<file path="src/rtl/ccff_loader_pkg.sv">
`default_nettype none
// ============================================================================
// Module   : ccff_loader_pkg
// Purpose  : Shared types and constants for the configuration-chain loader.
// Revision : 1.0 - initial release
// ============================================================================
package ccff_loader_pkg;

    // Width of one bitstream word accepted over the handshake
    localparam int CCFF_BYTE_W = 8;
    // Width of the shift-register fill count (holds 0..CCFF_BYTE_W)
    localparam int CCFF_FILL_W = $clog2(CCFF_BYTE_W + 1);

    typedef enum logic [1:0] {
        IDLE = 2'd0,
        LOAD = 2'd1,
        DONE = 2'd2
    } ccff_state_e;

endpackage
`default_nettype wire

</file>
<file path="src/rtl/ccff_serializer.sv">
`default_nettype none
// ============================================================================
// Module   : ccff_serializer
// Purpose  : Byte shift register feeding the configuration chain MSB-first.
//            Head bit and clock-gate enable are registered and describe the
//            shift that will happen in the following cycle.
// Revision : 1.0 - initial release
// ============================================================================
module ccff_serializer
    import ccff_loader_pkg::*;
(
    input  logic                   clk,
    input  logic                   rst,
    input  logic                   i_clear,        // drop any buffered bits
    input  logic                   i_load,         // accept a new byte
    input  logic                   i_shift,        // a bit leaves the register this cycle
    input  logic                   i_active_next,  // loader will be in LOAD next cycle
    input  logic [CCFF_BYTE_W-1:0] i_data,
    output logic [CCFF_FILL_W-1:0] o_fill,
    output logic                   o_head,
    output logic                   o_clk_en
);

    logic [CCFF_BYTE_W-1:0] r_sr;
    logic [CCFF_BYTE_W-1:0] w_sr_next;
    logic [CCFF_FILL_W-1:0] r_fill;
    logic [CCFF_FILL_W-1:0] w_fill_next;
    logic                   w_shift_next;
    logic                   r_head;
    logic                   r_clk_en;

    // Next shift-register contents: a load overrides the shift of the last bit
    always_comb begin
        w_sr_next   = r_sr;
        w_fill_next = r_fill;
        if (i_clear) begin
            w_sr_next   = '0;
            w_fill_next = '0;
        end else if (i_load) begin
            w_sr_next   = i_data;
            w_fill_next = CCFF_FILL_W'(CCFF_BYTE_W);
        end else if (i_shift) begin
            w_sr_next   = {r_sr[CCFF_BYTE_W-2:0], 1'b0};
            w_fill_next = r_fill - 1'b1;
        end
    end

    // Next cycle is a shift cycle when still loading and bits remain buffered
    assign w_shift_next = i_active_next && (w_fill_next != '0);

    // Register the buffer and the glitch-free head/enable pair
    always_ff @(posedge clk or posedge rst) begin
        if (rst) begin
            r_sr     <= '0;
            r_fill   <= '0;
            r_head   <= 1'b0;
            r_clk_en <= 1'b0;
        end else begin
            r_sr     <= w_sr_next;
            r_fill   <= w_fill_next;
            r_head   <= w_shift_next ? w_sr_next[CCFF_BYTE_W-1] : 1'b0;
            r_clk_en <= w_shift_next;
        end
    end

    assign o_fill   = r_fill;
    assign o_head   = r_head;
    assign o_clk_en = r_clk_en;

endmodule
`default_nettype wire

</file>
<file path="src/rtl/ccff_bitstream_loader.sv">
`default_nettype none
// ============================================================================
// Module   : ccff_bitstream_loader
// Purpose  : Byte-wide loader for the fabric configuration chain. Owns the
//            load FSM, shifted-bit counter, readback parity and error flag.
// Revision : 1.0 - initial release
// ============================================================================
module ccff_bitstream_loader
    import ccff_loader_pkg::*;
#(
    parameter  int CHAIN_LEN = 64,
    localparam int CNT_W     = $clog2(CHAIN_LEN + 1)
) (
    input  logic                   prog_clk,
    input  logic                   prog_reset,
    input  logic                   cfg_start,
    input  logic [CCFF_BYTE_W-1:0] cfg_data,
    input  logic                   cfg_valid,
    output logic                   cfg_ready,
    output logic                   ccff_head,
    input  logic                   ccff_tail,
    output logic                   prog_clk_en,
    output logic                   cfg_busy,
    output logic                   cfg_done,
    output logic                   cfg_error,
    output logic [CNT_W-1:0]       bits_shifted,
    output logic                   tail_parity
);

    // Wide enough for bits_shifted + fill without overflow
    localparam int               c_sum_w     = ((CNT_W > CCFF_FILL_W) ? CNT_W : CCFF_FILL_W) + 1;
    localparam logic [c_sum_w-1:0] c_len_ext = c_sum_w'(CHAIN_LEN);
    localparam logic [CNT_W-1:0] c_len       = CNT_W'(CHAIN_LEN);

    ccff_state_e            r_state;
    ccff_state_e            w_state_next;
    logic [CNT_W-1:0]       r_bits;
    logic [CNT_W-1:0]       w_bits_next;
    logic                   r_parity;
    logic                   r_error;
    logic                   r_busy;
    logic                   r_done;
    logic [CCFF_FILL_W-1:0] w_fill;
    logic [c_sum_w-1:0]     w_sum;
    logic                   w_in_load;
    logic                   w_shift;
    logic                   w_accept;
    logic                   w_start_ok;
    logic                   w_finish;
    logic                   w_err_set;

    assign w_in_load  = (r_state == LOAD);
    assign w_shift    = w_in_load && (w_fill != '0) && (c_sum_w'(r_bits) < c_len_ext);
    assign w_sum      = c_sum_w'(r_bits) + c_sum_w'(w_fill);
    // Ready when empty, or when the last buffered bit leaves this cycle,
    // and only while the chain still has room for more bits
    assign cfg_ready  = w_in_load
                        && ((w_fill == '0) || ((w_fill == CCFF_FILL_W'(1)) && w_shift))
                        && (w_sum < c_len_ext);
    assign w_accept   = cfg_valid && cfg_ready;
    assign w_start_ok = cfg_start && !w_in_load;
    assign w_bits_next = r_bits + CNT_W'(w_shift);
    assign w_finish   = w_shift && (w_bits_next == c_len);
    assign w_err_set  = (cfg_start && w_in_load) || (cfg_valid && !w_in_load);

    // Next-state selection: a start outside LOAD always (re)starts a load
    always_comb begin
        w_state_next = r_state;
        if (w_start_ok) begin
            w_state_next = LOAD;
        end else if (w_finish) begin
            w_state_next = DONE;
        end
    end

    // FSM, counters, readback parity and sticky error
    always_ff @(posedge prog_clk or posedge prog_reset) begin
        if (prog_reset) begin
            r_state  <= IDLE;
            r_bits   <= '0;
            r_parity <= 1'b0;
            r_error  <= 1'b0;
            r_busy   <= 1'b0;
            r_done   <= 1'b0;
        end else begin
            r_state <= w_state_next;
            r_busy  <= (w_state_next == LOAD);
            r_done  <= (w_state_next == DONE);
            if (w_start_ok) begin
                r_bits   <= '0;
                r_parity <= 1'b0;
                r_error  <= w_err_set;
            end else begin
                if (w_shift) begin
                    r_bits   <= w_bits_next;
                    r_parity <= r_parity ^ ccff_tail;
                end
                if (w_err_set) begin
                    r_error <= 1'b1;
                end
            end
        end
    end

    ccff_serializer u_serializer (
        .clk           (prog_clk),
        .rst           (prog_reset),
        .i_clear       (w_start_ok || w_finish),
        .i_load        (w_accept),
        .i_shift       (w_shift),
        .i_active_next (w_state_next == LOAD),
        .i_data        (cfg_data),
        .o_fill        (w_fill),
        .o_head        (ccff_head),
        .o_clk_en      (prog_clk_en)
    );

    assign cfg_busy     = r_busy;
    assign cfg_done     = r_done;
    assign cfg_error    = r_error;
    assign bits_shifted = r_bits;
    assign tail_parity  = r_parity;

endmodule
`default_nettype wire

</file>
<file path="config.mk">
export PLATFORM = sky130hd
export DESIGN_NAME = ccff_bitstream_loader
export DESIGN_NICKNAME = d
export VERILOG_FILES = /design/src/rtl/ccff_loader_pkg.sv /design/src/rtl/ccff_serializer.sv /design/src/rtl/ccff_bitstream_loader.sv
export SDC_FILE = /design/constraint.sdc
export NUM_CORES = 1
export LEC_CHECK = 0
export ABC_CLOCK_PERIOD_IN_PS = 3400
export BUFFER_PORTS_ARGS = -buffer_cell sky130_fd_sc_hd__buf_2
export CAP_MARGIN = 25
export CORE_MARGIN = 3
export CORE_UTILIZATION = 45
export CTS_CLUSTER_DIAMETER = 150
export CTS_CLUSTER_SIZE = 24
export DETAILED_ROUTE_END_ITERATION = 6
export GPL_ROUTABILITY_DRIVEN = 0
export GPL_TIMING_DRIVEN = 1
export PLACE_DENSITY = 0.69
export SLEW_MARGIN = 20
export SYNTH_ARGS = -nofsm -noshare
export SYNTH_HDL_FRONTEND = slang
export SYNTH_SLANG_ARGS = --single-unit
</file>
<file path="constraint.sdc">
create_clock -name prog_clk -period 3.4 [get_ports prog_clk]
set_clock_uncertainty 0.2 [all_clocks]
set_input_delay 0.17 -clock prog_clk [delete_from_list [all_inputs] [get_ports prog_clk]]
set_output_delay 0.17 -clock prog_clk [all_outputs]
set_load 0.02 [all_outputs]
</file>
**Yosys cells after proc, flatten, opt, wreduce, memory -nomap -nowiden**

Cells that the tools add are included.

- $add $sub $neg: 3
- Order comparisons: 2
- Equal/unequal tests: 5
- Multiplexer cells: 15
- Bitwise gates (word level): 1
- Reductions and logical operators: 21

Operators with widths:

| operator | number |
|---|---|
| 8-bit 2-to-1 mux | 3 |
| 7-bit 2-to-1 mux | 2 |
| 4-bit 2-to-1 mux | 3 |
| 1-bit logical AND | 11 |
| 7-bit by 4-bit adder with 8-bit output | 1 |
| 8-bit by 7-bit less-than comparator with 1-bit output, second input constant | 1 |
| 4-bit nonzero test | 2 |
| 7-bit by 1-bit adder with 7-bit output | 1 |
| 7-bit == test, second input constant | 1 |
| 7-bit less-than comparator, second input constant | 1 |
| 1-bit 2-to-1 mux | 5 |
| 2-bit by 1-bit == test with 1-bit output, second input constant | 2 |
| 4-bit by 1-bit == test with 1-bit output, second input constant | 1 |
| 4-bit logical NOT | 1 |
| 2-bit 2-to-1 mux | 2 |
| 2-bit nonzero test | 2 |
| 4-bit by 1-bit subtractor with 4-bit output, second input constant | 1 |
| 1-bit logical OR | 3 |
| 3-bit nonzero test | 1 |
| 2-bit == test, second input constant | 1 |
| 1-bit logical NOT | 1 |
| 1-bit XOR | 1 |

- Bits in registers: 27
- Input port bits: 13
- Output and inout bits: 14
- Logic and storage cells: 58

**Logic depth before layout (Yosys ltp)**

- Word-level depth: 13
- Gate-level depth with buffers: 14
- Gate-level depth less buffers: 12

**Hierarchy**

From an unflattened synthesis, not the netlist that was laid out.

- Cell total of the unflattened synthesis: 155
- Area, all modules: 1524.0 sq um

Modules (own cells, without submodules):

| module | instances | cells an instance | area each (sq um) | sequential area each (sq um) |
|---|---|---|---|---|
| ccff_bitstream_loader | 1 | 84 | 825.8 | 325.3 |
| ccff_serializer | 1 | 71 | 698.2 | 350.3 |

**Worst setup path after synthesis**

No wires, ideal clock.

- Path kind: register to register
- From: reg u_serializer.r_fill[0], in the netlist u_serializer.o_fill[0]
- To: reg u_serializer.r_sr[1]
- Library setup time: 0.126 ns
- Arrival time: 2.810 ns
- Data required time: 3.074 ns
- Setup slack: 0.264 ns
- Stages on the path, launching flop included: 14
- Path buffers: 2
- Clock period less this slack: 3.136 ns
- Cell sequence: dfrtp_1 -> inv_1 -> ha_1 -> nor3b_1 -> or3_4 -> inv_1 -> buf_2 -> ha_1 -> ha_1 -> nor3_1 -> o2111ai_1 -> buf_2 -> a31oi_1 -> a21oi_1

- Word-level cells in the longest chain between the ends: 10
- Elaborated cells on any way between the ends: 19
- Classes of those cells: 2 x add/sub; 1 x order compare; 2 x eq/ne; 2 x mux; 12 x reduce/logical

Ends and longest elaborated chain:

| what | RTL line | text |
|---|---|---|
| start, declared | ccff_serializer.sv:26 | `logic [CCFF_FILL_W-1:0] r_fill;` |
| start signal, assigned | ccff_serializer.sv:60 | `r_fill <= w_fill_next;` |
| parallel branches: the longest is 10 deep, another holds 7-bit by 4-bit adder with 8-bit output | n/a |  |
| end signal, assigned | ccff_serializer.sv:59 | `r_sr <= w_sr_next;` |
| end, declared | ccff_serializer.sv:24 | `logic [CCFF_BYTE_W-1:0] r_sr;` |

Parallel ways; which one is timed is not known.
A chain may end at the register's enable or synchronous reset.

**Final worst setup path**

- From: reg u_serializer.r_fill[0], in the netlist u_serializer.o_fill[0]
- To: reg r_done, in the netlist cfg_done

- Word-level cells in the longest chain between the ends: 9

Ends and longest elaborated chain:

| what | RTL line | text |
|---|---|---|
| 4-bit nonzero test (*) | ccff_bitstream_loader.sv:53 | `assign w_shift = w_in_load && (w_fill != '0) && (c_sum_w'(r_bits) < c_len_ext);` |
| 1-bit logical AND (*) (2 in series) | ccff_bitstream_loader.sv:53 |  |
| 7-bit by 1-bit adder with 7-bit output | ccff_bitstream_loader.sv:62 | `assign w_bits_next = r_bits + CNT_W'(w_shift);` |
| 7-bit == test | ccff_bitstream_loader.sv:63 | `assign w_finish = w_shift && (w_bits_next == c_len);` |
| 1-bit logical AND (*) | ccff_bitstream_loader.sv:63 |  |
| 2-bit 2-to-1 mux (*) | ccff_bitstream_loader.sv:71 | `end else if (w_finish) begin` |
| 2-bit 2-to-1 mux (*) | ccff_bitstream_loader.sv:69 | `if (w_start_ok) begin` |
| 2-bit == test (*) | ccff_bitstream_loader.sv:88 | `r_done <= (w_state_next == DONE);` |
| end signal, assigned | ccff_bitstream_loader.sv:88 |  |
| end, declared | ccff_bitstream_loader.sv:42 | `logic r_done;` |

Mark *: on every way between the ends. The rest lies on a longest branch, timed or not.

==> run summary <==
status: finished clean
sequential cell area: 676 µm²
top cells by count, synth: dfrtp_1 (27), nand2_1 (18), a21oi_1 (11), nor2_1 (11), nand3_1 (9)
Main synth FF type: dfrtp_1
Cells after Synth: 158
First DRT Iteration DRCs: 83
worst path cell trace: inv_1 -> ha_1 -> nor3b_1 -> or3_4 -> inv_1 -> ha_1 -> ha_1 -> nand3_1 -> mux2i_1 -> o2111ai_1 -> buf_4 -> and2b_1 -> nor3b_1
slew at the pin closest to its max-slew limit: 526 ps
top cell family by delay on the critical path: simple AND/OR/NAND/NOR gates
drt total wl: 3.54 mm
Std-Cell Rows: 20
syn_area_per_cell: 9.43 µm²
antenna diode count: 0
# clock sinks: 27
drt first pass iters: 4
RSZ-0062 raised after global routing: no
NumNets Final: 220
max-slew violations: 0
Clk pwr share: 7.1%
# resized after CTS: 0
cts hold-fix bufs: 13
WP buf/inv: 3
final hold vios: 0
Tmin final: 3210 ps
clock-pin slew on the worst setup and hold paths: 150 ps
max_cap viols: 0
post-CTS setup buffer count: 0
H-tree levels: 1
slowest cell delay on critical path: 500 ps
setup_tns: 0 ps
Min-Delay Path Class: in -> reg
kind of critical path: reg -> reg
vias: 1337
Worst Setup Start Kind: flop
Combinational Power Share: 62.4%
IO buf count: 26
top-count cell post-synth: dfrtp_1
post-synthesis async set-or-reset flop share: 100%
Net Sw Frac: 48.3%
fin crit share: 94.4%
starting density of the core: 48.0%
Synth Net Count: 178
CTS Root Buffer Type: clkbuf_4
Area contributors post-synth: dfrtp_1 (45%), ha_1 (5.9%), nand2_1 (4.5%)
Fmax: 0.312 GHz
Core ar.: 3100 µm²
Avg WL per Cell: 14.6 µm
# fillers: 281
Synth cell types: 38
number of synthesized flops with an enable pin: 0
die area: 4040 µm²
crit path DAT: 3250 ps
global-route wire length before repair: 6.09 mm
share of layout cells above drive strength 1: 20.6%
slowest stage cell, crit path: dfrtp_1
post-DP HPWL: 2.48 mm
Max VDD drop: 0.486 mV
most frequent CP cell: ha_1
CP Max Fanout: 12
GRT Resource Usage Total: 18.7%
Area Growth Syn to Fin: 24.3%
area of the multi-input gates: 759 µm²
Cells after DPL: 225
vias in the first global route: 1354
share of the synthesized area in the top cell type: 45.3%
total CTS buffers: 3
internal power: 1020 µW
Longest Clk Path Bufs: 2
Clock Latency Late Sink: 330 ps
Slew Limit Headroom: 64.8%
Post-route DRC: 0
Synth Cell Area: 1490 µm²
Leak: 0.000862 µW
DIE WIDTH: 63.5 µm
switching power: 953 µW
Crit path required time: 3440 ps
# setup viols final: 0
PD cells: 1070 nW/µm²
vias per cell: 5.50
Finished Layout Cells: 243
GR Overflow Total: 0
FF+latch count, synth: 27
synth warn: 0
initial antenna violation count: 0
critical path capture point type: flop
die height: 63.5 µm
largest net degree at the start of global routing: 28
dominant cell type by area after synthesis: dfrtp_1
sequential share of the synthesized area: 45.3%
antenna viol nets, final: 0
total I/O pin count: 27
Flop pwr share: 30.5%
CTS tree: yes
## layer usage
| metal | up-vias | GRT usage [%] | share of wire (%) |
|---|---|---|---|
| li1 | 652 | - | - |
| met1 | 631 | 24.4 | 45 |
| met2 | 47 | 31.8 | 48 |
| met3 | 7 | 2.32 | 4.6 |
| met4 | 0 | 6.47 | 1.7 |
| met5 | - | 0 | 0 |
## flip-flops by register name (all words and copies together) (netlist names)
name / cells
u_serializer.o_head: 1
tail_parity: 1
cfg_busy: 1
r_state: 2
u_serializer.r_sr: 8
u_serializer.o_fill: 4
cfg_error: 1
cfg_done: 1
u_serializer.o_clk_en: 1
bits_shifted: 7
## power groups by stage
stage	combinational [µW]	clock (µW)	sequential, µW
4_1_cts	1230	147	603
3_3_place_gp	1160	0	601
3_5_place_dp	1200	0	608
6_report	1230	141	602
5_1_grt	1380	160	626
2_1_floorplan	853	0	629
## metrics by stage
step                      worst slack, ps  total power, µW  hold slack, ps  area [µm²]  util (%)
final                                 190             1970            96.7        1850      59.7
after global routing                 1.35             2160             108        1850      59.7
after CTS                             209             1970            90.4        1840      59.2
after detailed placement              284             1810             246        1680      54.0
after global placement                450             1760             227        1680      54.0
after floorplan                       264             1480            22.7        1490         -
## cells by family (layout without fill, tap and decap cells)
kind of cell	Yosys count	count (layout)	synth area share (%)
buf+inv	13	54	3.69
xor+xnor	8	8	4.70
flops	27	27	45.3
simple gates	61	61	21.2
fa+ha+maj	7	7	5.88
compound gates	39	39	17.1
mux	3	3	2.10
## layout by cell type, fill, tap and decap left out, drive strengths merged, types with 2 or more instances in the layout
cell,n
nand2b,2
a31oi,9
ha,7
nand4,3
nor3,2
buf,32
mux2i,2
dfrtp,27
and2b,2
xor2,5
nand2,18
xnor2,3
or3,2
inv,4
nor2,12
o21ai,7
a22oi,6
clkbuf,3
nor3b,3
a21oi,12
nand3,9
dlygate4sd3,13
and2,2
## worst register-to-register path: stages, from the launching register on
cell,delay [ps]
dfrtp_1,500
inv_1,70
ha_1,250
nor3b_1,170
or3_4,340
inv_1,90
ha_1,170
ha_1,220
nand3_1,190
mux2i_1,200
o2111ai_1,140
buf_4,210
and2b_1,170
nor3b_1,210
## layout make-up
cell class                      count  share of cell area, %
Clock inverter                      1                  0.405
Timing Repair Buffer               45                   16.9
Sequential cell                    27                   36.5
Multi-Input combinational cell    118                   41.0
Inverter                            5                   1.01
Clock buffer                        3                   1.22
Tap cell                           44                   2.97
## final timing paths
kind | from | depth (start not counted) | end | slack [ps]
setup / recovery | u_serializer.o_fill[0] | 13 | cfg_done | 190
hold reg to reg | u_serializer.r_sr[0] | 2 | u_serializer.r_sr[0] | 340
max in group asynchronous | prog_reset | 4 | bits_shifted[6] | 2460
min in group asynchronous | prog_reset | 3 | u_serializer.o_fill[2] | 120
hold / removal | cfg_valid | 3 | u_serializer.o_fill[3] | 100
setup reg to reg | u_serializer.o_fill[0] | 13 | cfg_done | 190
(Power assumes the default switching activity.)
